===== src/rtl/muldiv_unit.sv =====
// -----------------------------------------------------------------------------
// muldiv_unit -- iterative RV32M multiply/divide execution unit.
//
// Operands are taken as magnitudes at accept. The unit then runs 32 radix-2
// steps: shift-add for multiplies, restoring subtract-shift for divides. A
// final FIXUP cycle applies the signs and selects the result. Divide-by-zero
// and signed overflow (0x80000000 / -1) finish at the accept edge.
//
// Optional build macro:
//   MULDIV_ZERO_BYPASS_EN  multiplies with a zero operand finish at the accept
//                          edge with result 0, skipping the iterative path.
//
// Ports:
//   clk, rst          clock and synchronous active-high reset
//   flush             pipeline kill; returns to IDLE, overrides accept/completion
//   in_valid/in_ready request handshake (ready only in IDLE, low during rst)
//   funct3            RV32M op: MUL MULH MULHSU MULHU DIV DIVU REM REMU
//   rs1_data/rs2_data operand A / operand B
//   rd_addr           destination index, returned on rd_addr_out
//   out_valid/out_ready write-back handshake; out_valid is the RF write enable
//   result            write-back data, held while out_valid && !out_ready
// -----------------------------------------------------------------------------
module muldiv_unit #(
  parameter int XLEN  = 32,
  parameter int CNT_W = 5
) (
  input  logic            clk,
  input  logic            rst,
  input  logic            flush,
  input  logic            in_valid,
  output logic            in_ready,
  input  logic [2:0]      funct3,
  input  logic [XLEN-1:0] rs1_data,
  input  logic [XLEN-1:0] rs2_data,
  input  logic [4:0]      rd_addr,
  output logic            out_valid,
  input  logic            out_ready,
  output logic [XLEN-1:0] result,
  output logic [4:0]      rd_addr_out
);

  typedef enum logic [1:0] {S_IDLE, S_CALC, S_FIXUP, S_DONE} state_e;

  localparam logic [XLEN-1:0] ALL_ONES = {XLEN{1'b1}};
  localparam logic [XLEN-1:0] MIN_NEG  = {1'b1, {(XLEN-1){1'b0}}};

  state_e            state_q, state_d;
  logic [CNT_W-1:0]  cnt_q, cnt_d;
  logic [2:0]        op_q, op_d;
  logic [4:0]        rd_q, rd_d;
  logic [XLEN-1:0]   a_q, a_d;        // |A|: multiplicand addend
  logic [XLEN-1:0]   b_q, b_d;        // |B|: divisor
  logic              sa_q, sa_d;      // A was negative and treated as signed
  logic              sb_q, sb_d;      // B was negative and treated as signed
  logic [2*XLEN-1:0] acc_q, acc_d;    // mul: {partial hi, multiplier}; div: {rem, quotient}
  logic [XLEN-1:0]   res_q, res_d;

  // Operand decode at the request boundary.
  logic            a_signed, b_signed, is_div, accept;
  logic            neg_a, neg_b, fast;
  logic [XLEN-1:0] a_mag, b_mag, fast_res;

  // One iteration step and the final sign fix.
  logic [XLEN:0]     mul_sum, div_sh, div_diff;
  logic [2*XLEN-1:0] mul_next, div_next, prod;
  logic [XLEN-1:0]   quo, rem;

  assign in_ready    = (state_q == S_IDLE) && !rst;
  assign out_valid   = (state_q == S_DONE);
  assign result      = res_q;
  assign rd_addr_out = rd_q;

  always_comb begin
    // NOTE: every signal written here gets a default first so no path leaves
    // one unassigned, which would infer a latch.
    a_signed = (funct3 == 3'b001) || (funct3 == 3'b010) ||
               (funct3 == 3'b100) || (funct3 == 3'b110);
    b_signed = (funct3 == 3'b001) || (funct3 == 3'b100) || (funct3 == 3'b110);
    is_div   = funct3[2];
    neg_a    = a_signed && rs1_data[XLEN-1];
    neg_b    = b_signed && rs2_data[XLEN-1];
    a_mag    = neg_a ? -rs1_data : rs1_data;
    b_mag    = neg_b ? -rs2_data : rs2_data;
    // Accept is suppressed by flush so an ignored request leaves no trace.
    accept   = in_valid && (state_q == S_IDLE) && !flush;

    fast     = 1'b0;
    fast_res = '0;
    if (is_div && (rs2_data == '0)) begin
      fast     = 1'b1;
      fast_res = funct3[1] ? rs1_data : ALL_ONES;
    end else if (is_div && !funct3[0] && (rs1_data == MIN_NEG) && (rs2_data == ALL_ONES)) begin
      fast     = 1'b1;
      fast_res = funct3[1] ? '0 : MIN_NEG;
    end
`ifdef MULDIV_ZERO_BYPASS_EN
    else if (!is_div && ((rs1_data == '0) || (rs2_data == '0))) begin
      fast     = 1'b1;
      fast_res = '0;
    end
`endif

    // Shift-add: add |A| to the high half when the multiplier LSB is set, then
    // shift the whole accumulator right, carry included.
    mul_sum  = {1'b0, acc_q[2*XLEN-1:XLEN]} + (acc_q[0] ? {1'b0, a_q} : '0);
    mul_next = {mul_sum, acc_q[XLEN-1:1]};

    // Restoring divide: the shifted partial remainder is < 2*|B|, so 33 bits
    // hold it and the difference always fits back in XLEN bits.
    div_sh   = acc_q[2*XLEN-1:XLEN-1];
    div_diff = div_sh - {1'b0, b_q};
    div_next = (div_sh >= {1'b0, b_q}) ? {div_diff[XLEN-1:0], acc_q[XLEN-2:0], 1'b1}
                                       : {div_sh[XLEN-1:0],   acc_q[XLEN-2:0], 1'b0};

    prod = (sa_q ^ sb_q) ? -acc_q : acc_q;
    quo  = (sa_q ^ sb_q) ? -acc_q[XLEN-1:0] : acc_q[XLEN-1:0];
    rem  = sa_q ? -acc_q[2*XLEN-1:XLEN] : acc_q[2*XLEN-1:XLEN];

    state_d = state_q;
    cnt_d   = cnt_q;
    op_d    = op_q;
    rd_d    = rd_q;
    a_d     = a_q;
    b_d     = b_q;
    sa_d    = sa_q;
    sb_d    = sb_q;
    acc_d   = acc_q;
    res_d   = res_q;

    unique case (state_q)
      S_IDLE: begin
        if (accept) begin
          op_d  = funct3;
          rd_d  = rd_addr;
          a_d   = a_mag;
          b_d   = b_mag;
          sa_d  = neg_a;
          sb_d  = neg_b;
          cnt_d = '0;
          acc_d = is_div ? {{XLEN{1'b0}}, a_mag} : {{XLEN{1'b0}}, b_mag};
          if (fast) begin
            res_d   = fast_res;
            state_d = S_DONE;
          end else begin
            state_d = S_CALC;
          end
        end
      end
      S_CALC: begin
        acc_d = op_q[2] ? div_next : mul_next;
        cnt_d = cnt_q + 1'b1;
        if (cnt_q == {CNT_W{1'b1}}) state_d = S_FIXUP;
      end
      S_FIXUP: begin
        unique case ({op_q[2], op_q[1:0] == 2'b00, op_q[1]})
          3'b010, 3'b011: res_d = prod[XLEN-1:0];
          3'b000, 3'b001: res_d = prod[2*XLEN-1:XLEN];
          3'b100, 3'b110: res_d = quo;
          default:        res_d = rem;
        endcase
        state_d = S_DONE;
      end
      S_DONE: begin
        if (out_ready) state_d = S_IDLE;
      end
      default: state_d = S_IDLE;
    endcase

    if (flush) state_d = S_IDLE;
  end

  always_ff @(posedge clk) begin
    // NOTE: every register, including the datapath, is cleared by reset so the
    // outputs read 0 after reset and no stale operation can resurface.
    if (rst) begin
      state_q <= S_IDLE;
      cnt_q   <= '0;
      op_q    <= '0;
      rd_q    <= '0;
      a_q     <= '0;
      b_q     <= '0;
      sa_q    <= 1'b0;
      sb_q    <= 1'b0;
      acc_q   <= '0;
      res_q   <= '0;
    end else begin
      // NOTE: non-blocking assignments so every flop samples pre-edge values.
      state_q <= state_d;
      cnt_q   <= cnt_d;
      op_q    <= op_d;
      rd_q    <= rd_d;
      a_q     <= a_d;
      b_q     <= b_d;
      sa_q    <= sa_d;
      sb_q    <= sb_d;
      acc_q   <= acc_d;
      res_q   <= res_d;
    end
  end

endmodule


===== config.mk =====
export PLATFORM = sky130hd
export DESIGN_NAME = muldiv_unit
export DESIGN_NICKNAME = d
export VERILOG_FILES = /design/src/rtl/muldiv_unit.sv
export SDC_FILE = /design/constraint.sdc
export NUM_CORES = 1
export LEC_CHECK = 0
export CAP_MARGIN = 0
export CORE_MARGIN = 2
export CORE_UTILIZATION = 51
export DETAILED_ROUTE_END_ITERATION = 12
export PLACE_DENSITY = 0.71
export SLEW_MARGIN = 15
export SYNTH_ARGS = -nofsm -noshare
export SYNTH_HDL_FRONTEND = slang
export SYNTH_SLANG_ARGS = --single-unit

===== constraint.sdc =====
create_clock -name clk -period 4.4 [get_ports clk]
set_clock_uncertainty 0.2 [all_clocks]
set_input_delay 0.88 -clock clk [delete_from_list [all_inputs] [get_ports clk]]
set_output_delay 0.88 -clock clk [all_outputs]
set_load 0.02 [all_outputs]

==> results.cfg, run 1 <==
[detailed_routing]
routed_via_density = 6.60
vias = 17700
drt-total-wl_microns = 64500
first_iter_violations = 2221
wl_per_cell_microns = 24.1
route.detailed.drc = 0
ant_nets = 0
drtPass1Iterations = 7

[run_status]
status = completed

[global_routing]
grt.total_usage_pct = 38.7
grt_pass1_wl_microns = 97300
grt_antenna_before_repair = 0
grt_overflow = 0
grt_pass1_vias = 16200
grt_max_degree = 125

[power]
p_int_uw = 2940
switchingPower_uw = 1650
seq_power_share_pct = 38.1
p_clk_share_pct = 35.2
power_uw = 4590
power_density_nw_per_um2 = 251
ir_drop_mv = 0.428
p_comb_share_pct = 26.7
leakage_uw = 0.00709
p_sw_share_pct = 35.9

[placement]
hpwlAfterDp_microns = 50600
dp.cells = 2642
io_buffers = 115
place_congestion = 1.01

[timing]
holdWs_ns = 0.258
tns_ns = 0
worst_pin_slew_ns = 1.09
period_share_pct = 98.5
finalCriticalPeriod_ns = 4.34
grt_setup_unrepaired = no
slew_headroom_pct = 27.1
fmax_mhz = 231
setup-violations-final = 0
slew_violations = 0
hold_viol_final = 0

[worst_hold_path]
hold_depth = 2
holdCritPathClass = flop to flop
worstHoldEndpoint = result[27]
min_from = result[27]

[yosys]
syn_inst = 2175
synth_cell_types = 76
synth.yosys.seq_area_share_pct = 22.5
yosys-top-cells-area = dfxtp_1 22%, nor2_1 6.5%, ha_1 6.0%
async_flop_share_pct = 0
syn_area_per_cell_sq_um = 7.25
ys_ff_latch = 177
synth.cell_area_sq_um = 15800
yosysTopAreaCell = dfxtp_1
synth_top_area_share_pct = 22.5
synth_ff_type = dfxtp_1
ys_warn_count = 0
synth-edff-count = 0
syn_nets = 2330

[die]
die_y_microns = 180
die_x_microns = 180
fp-row-count = 64
coreArea_sq_um = 30500
start_util_pct = 51.7
ios = 116
dieArea_sq_um = 32300

[finish]
instances_no_fill = 2674
drive_gt1_share_pct = 8.21
final_nets = 2420
syn2layout_area_growth_pct = 16.2
antenna_cells = 0

[clock_network]
cts_root_buf = clkbuf_16
cts_resized = 0
path_clk_slew_ns = 0.09
ctsHtreeMaxLevel = 4
cts_tree = yes
cts_setup_buffers = 0
clock-sinks = 177
cts_buffers = 17
postCtsHoldBufs = 0
clk_latency_ns = 0.47
clock_path_buffers = 2

[critical_path]
worst_ep_required_time_ns = 4.54
critical_path.endpoint_type = flop
crit_type = flop to flop
rr_worst_depth = 13
worst-path-max-fanout = 3
startpoint_type = flop
r2r_start = acc_q[31]
reg2reg_slack_ns = 0.06
r2r-end = acc_q[62]
arrival_ns = 4.47

[job]
drv_cap = 0
-- layer usage --
layer | GRT usage, % | vias to the layer above | share of wire (%)
li1 | - | 8120 | -
met1 | 53.8 | 8369 | 42
met2 | 58.5 | 1009 | 43
met3 | 7.07 | 157 | 10
met4 | 16.5 | 0 | 4.6
met5 | 0 | - | 0
-- cell families after synthesis --
family	count (synthesis)	share of synthesized area, %
fa+ha+maj	78	6.28
simple gates	723	21.6
compound gates	715	29.4
xor+xnor	180	10.0
flops	177	22.5
mux	70	4.51
buf+inv	232	5.71
-- worst max-delay path: stages, from the launching register on --
cell,delay (ns)
dfxtp_1,0.32
inv_1,0.15
ha_1,0.26
inv_1,0.07
fa_1,0.43
a211o_1,0.30
a221oi_1,0.45
a2111oi_0,0.27
nor3_1,0.38
o21ai_0,0.30
a221oi_1,0.45
nor4_1,0.08
a2111oi_0,0.40
o21ai_0,0.14
-- state kept, by name, summed over array words and instances, names as in the netlist --
name / cells
a_q: 32
acc_q: 64
b_q: 32
cnt_q: 5
op_q: 3
rd_addr_out: 5
result: 32
sa_q: 1
sb_q: 1
state_q: 2
-- cell type report --
| class | instances | area [sq um] |
|---|---|---|
| timing repair buffer | 230 | 2050 |
| clock buffer | 17 | 425 |
| clock inverter | 15 | 168 |
| sequential | 177 | 3540 |
| tap | 396 | 495 |
| multi-input combinational | 1766 | 11400 |
| inverter | 73 | 274 |
| fill | 2854 | 12200 |
-- Yosys cell counts, types with 28 or more instances --
library cell / count
nor2_1: 273
a21oi_1: 188
dfxtp_1: 177
nand2_1: 168
clkbuf_1: 140
o21ai_0: 138
a211oi_1: 102
xnor2_1: 97
xor2_1: 83
ha_1: 76
inv_1: 72
mux2i_1: 62
nor3_1: 56
and2_1: 46
nand3_1: 36
a31oi_1: 35
a22oi_1: 33
a21o_1: 31
o31ai_1: 28
-- layout by cell type, fill, tap and decap left out, types with 31 or more instances in the layout --
cell	n
o21ai_0	138
xor2_1	82
inv_1	72
nand3_1	36
and2_1	46
xnor2_1	96
clkdlybuf4s50_1	114
a31oi_1	35
mux2i_1	62
ha_1	76
buf_4	113
dfxtp_1	176
a21oi_1	188
a211oi_1	102
nor3_1	56
nand2_1	168
nor2_1	272
a22oi_1	33
a21o_1	31
-- worst max-delay path by stage --
| stage | startpoint | end | slack, ns | cells after the start |
|---|---|---|---|---|
| finish | acc_q[31] | acc_q[62] | 0.06 | 13 |
| detailed placement | rs2_data[10] | result[23] | 0.07 | 11 |
| CTS | acc_q[52] | result[31] | 0.27 | 9 |
| global route | acc_q[31] | acc_q[62] | 0.09 | 13 |
| floorplan | rs1_data[0] | result[24] | 0.53 | 11 |
| global placement | rs1_data[17] | acc_q[29] | 0.14 | 10 |
-- power by group through the flow --
stage          clock [uW]  combinational, uW  sequential (uW)
2_1_floorplan           0                763             1750
3_3_place_gp            0               1170             1780
3_5_place_dp            0               1180             1790
4_1_cts              1610               1190             1750
5_1_grt              1660               1310             1760
6_report             1620               1230             1750
-- stage by stage --
| step | utilization [%] | setup WS (ns) | area (sq um) |
|---|---|---|---|
| after floorplan | - | 0.534 | 15800 |
| final | 60.0 | 0.0648 | 18300 |
| after global routing | 60.0 | 0.0870 | 18300 |
| after global placement | 58.1 | 0.143 | 17700 |
| after detailed placement | 58.1 | 0.0730 | 17700 |
| after CTS | 60.0 | 0.266 | 18300 |
Power figures use the tool's default switching activity.
==> run 2, diff against run 1 <==
- HOLD_SLACK_MARGIN: unset -> 0.02
==> results of run 2 <==
The final DEF is identical to that of run 1; final timing and power are the same.
==> run 3, diff against run 2 <==
- HOLD_SLACK_MARGIN: 0.02 -> 0.15
- RECOVER_POWER: unset -> 50
==> results.cfg, run 3 (synthesis results as in run 1) <==
[detailed_routing]
ant_nets = 0
drtPass1Iterations = 6
routed_via_density = 6.61
vias = 17700
route.detailed.drc = 0
drt-total-wl_microns = 64500
first_iter_violations = 2062
wl_per_cell_microns = 24.1

[power]
power_uw = 4580
ir_drop_mv = 0.431
power_density_nw_per_um2 = 251
leakage_uw = 0.00719

[clock_network]
clock_path_buffers = 2
ctsHtreeMaxLevel = 4
cts_resized = 0
clock-sinks = 177
cts_buffers = 17
cts_setup_buffers = 0
cts_root_buf = clkbuf_16
cts_tree = yes
clk_latency_ns = 0.46
path_clk_slew_ns = 0.09
postCtsHoldBufs = 0

[worst_hold_path]
holdCritPathClass = flop to flop

[placement]
dp.cells = 2642
place_congestion = 1.01
io_buffers = 115
post_dp_cell_area_sq_um = 17700
hpwlAfterDp_microns = 50600

[critical_path]
crit_type = flop to flop
worst-path-max-fanout = 3
cpPeakStageDelay_ns = 0.46
startpoint_type = flop
arrival_ns = 4.45
worst_ep_required_time_ns = 4.54
slowest_stage = a221oi_1
critical_path.endpoint_type = flop
path_cells = inv_1, ha_1, inv_1, fa_1, a211o_1, a221oi_1, a2111oi_0, nor3_1, o21ai_0, a221oi_1, nor4_1, a2111oi_0, o21ai_0

[timing]
slew_violations = 0
setup-violations-final = 0
tns_ns = 0
slew_headroom_pct = 4.52
grt_setup_unrepaired = no
worst_pin_slew_ns = 1.43
fmax_mhz = 232
hold_viol_final = 0
period_share_pct = 98.1
finalCriticalPeriod_ns = 4.31
holdWs_ns = 0.255

[global_routing]
grt.total_usage_pct = 38.7
grt_pass1_vias = 16200
grt_antenna_before_repair = 0
grt_overflow = 0
grt_max_degree = 125
grt_pass1_wl_microns = 97300

[finish]
final_common_cell = nor2_1
final_nets = 2420
drive_gt1_share_pct = 7.86
instances_no_fill = 2674
antenna_cells = 0
largest_reg_flops = 64
mostFrequentLayoutCells = 272 x nor2_1, 188 x a21oi_1, 176 x dfxtp_1
syn2layout_area_growth_pct = 15.8
top_register = acc_q
fin_area_sq_um = 18300

[die]
die_y_microns = 180
fp-row-count = 64
coreArea_sq_um = 30500
die_x_microns = 180
start_util_pct = 51.7
dieArea_sq_um = 32300
ios = 116

[run_status]
status = completed

[job]
drv_cap = 0
==> run 3: worst paths after layout <==
kind / startpoint / to / slack [ns] / depth (start not counted)
min reg2reg: result[27] / result[27] / 0.26 / 2
max reg2reg: acc_q[31] / acc_q[62] / 0.09 / 13
max: acc_q[31] / acc_q[62] / 0.09 / 13
min: result[27] / result[27] / 0.26 / 2
==> run 3: where the power goes <==
group	leakage [uW]	total (uW)	internal (uW)	switching, uW
sequential	0.00144	1750	1670	78.4
combinational	0.00546	1220	455	764
clock	0.000290	1610	811	795
==> run 3: routing by layer <==
layer  global-route usage (%)  share of wire [%]
met1                     53.8                 42
met2                     58.5                 43
met3                     7.07                 10
met4                     16.5                4.8
met5                        0                  0
==> run 3: area by class of cell <==
class | count | area (sq um)
Clock buffer | 17 | 425
Fill cell | 2869 | 12200
Tap cell | 396 | 495
Sequential cell | 177 | 3540
Clock inverter | 15 | 168
Timing Repair Buffer | 230 | 2010
Multi-Input combinational cell | 1766 | 11300
Inverter | 73 | 274
==> run 3: stage by stage <==
stage / setup slack, ns / util, %
floorplan: 0.534 / -
global placement: 0.143 / 58.1
detailed placement: 0.0730 / 58.1
CTS: 0.266 / 60.0
global route: 0.0582 / 59.9
finish: 0.0855 / 59.9
==> run 3: critical path, delay by kind of cell, from the launching register on <==
family / cells / cell delay, ns
AO/OA/AOI/OAI: 7 / 2.29
adder cells (fa/ha/maj): 2 / 0.70
buffers and inverters: 2 / 0.22
flip-flops: 1 / 0.32
AND/OR/NAND/NOR: 2 / 0.45
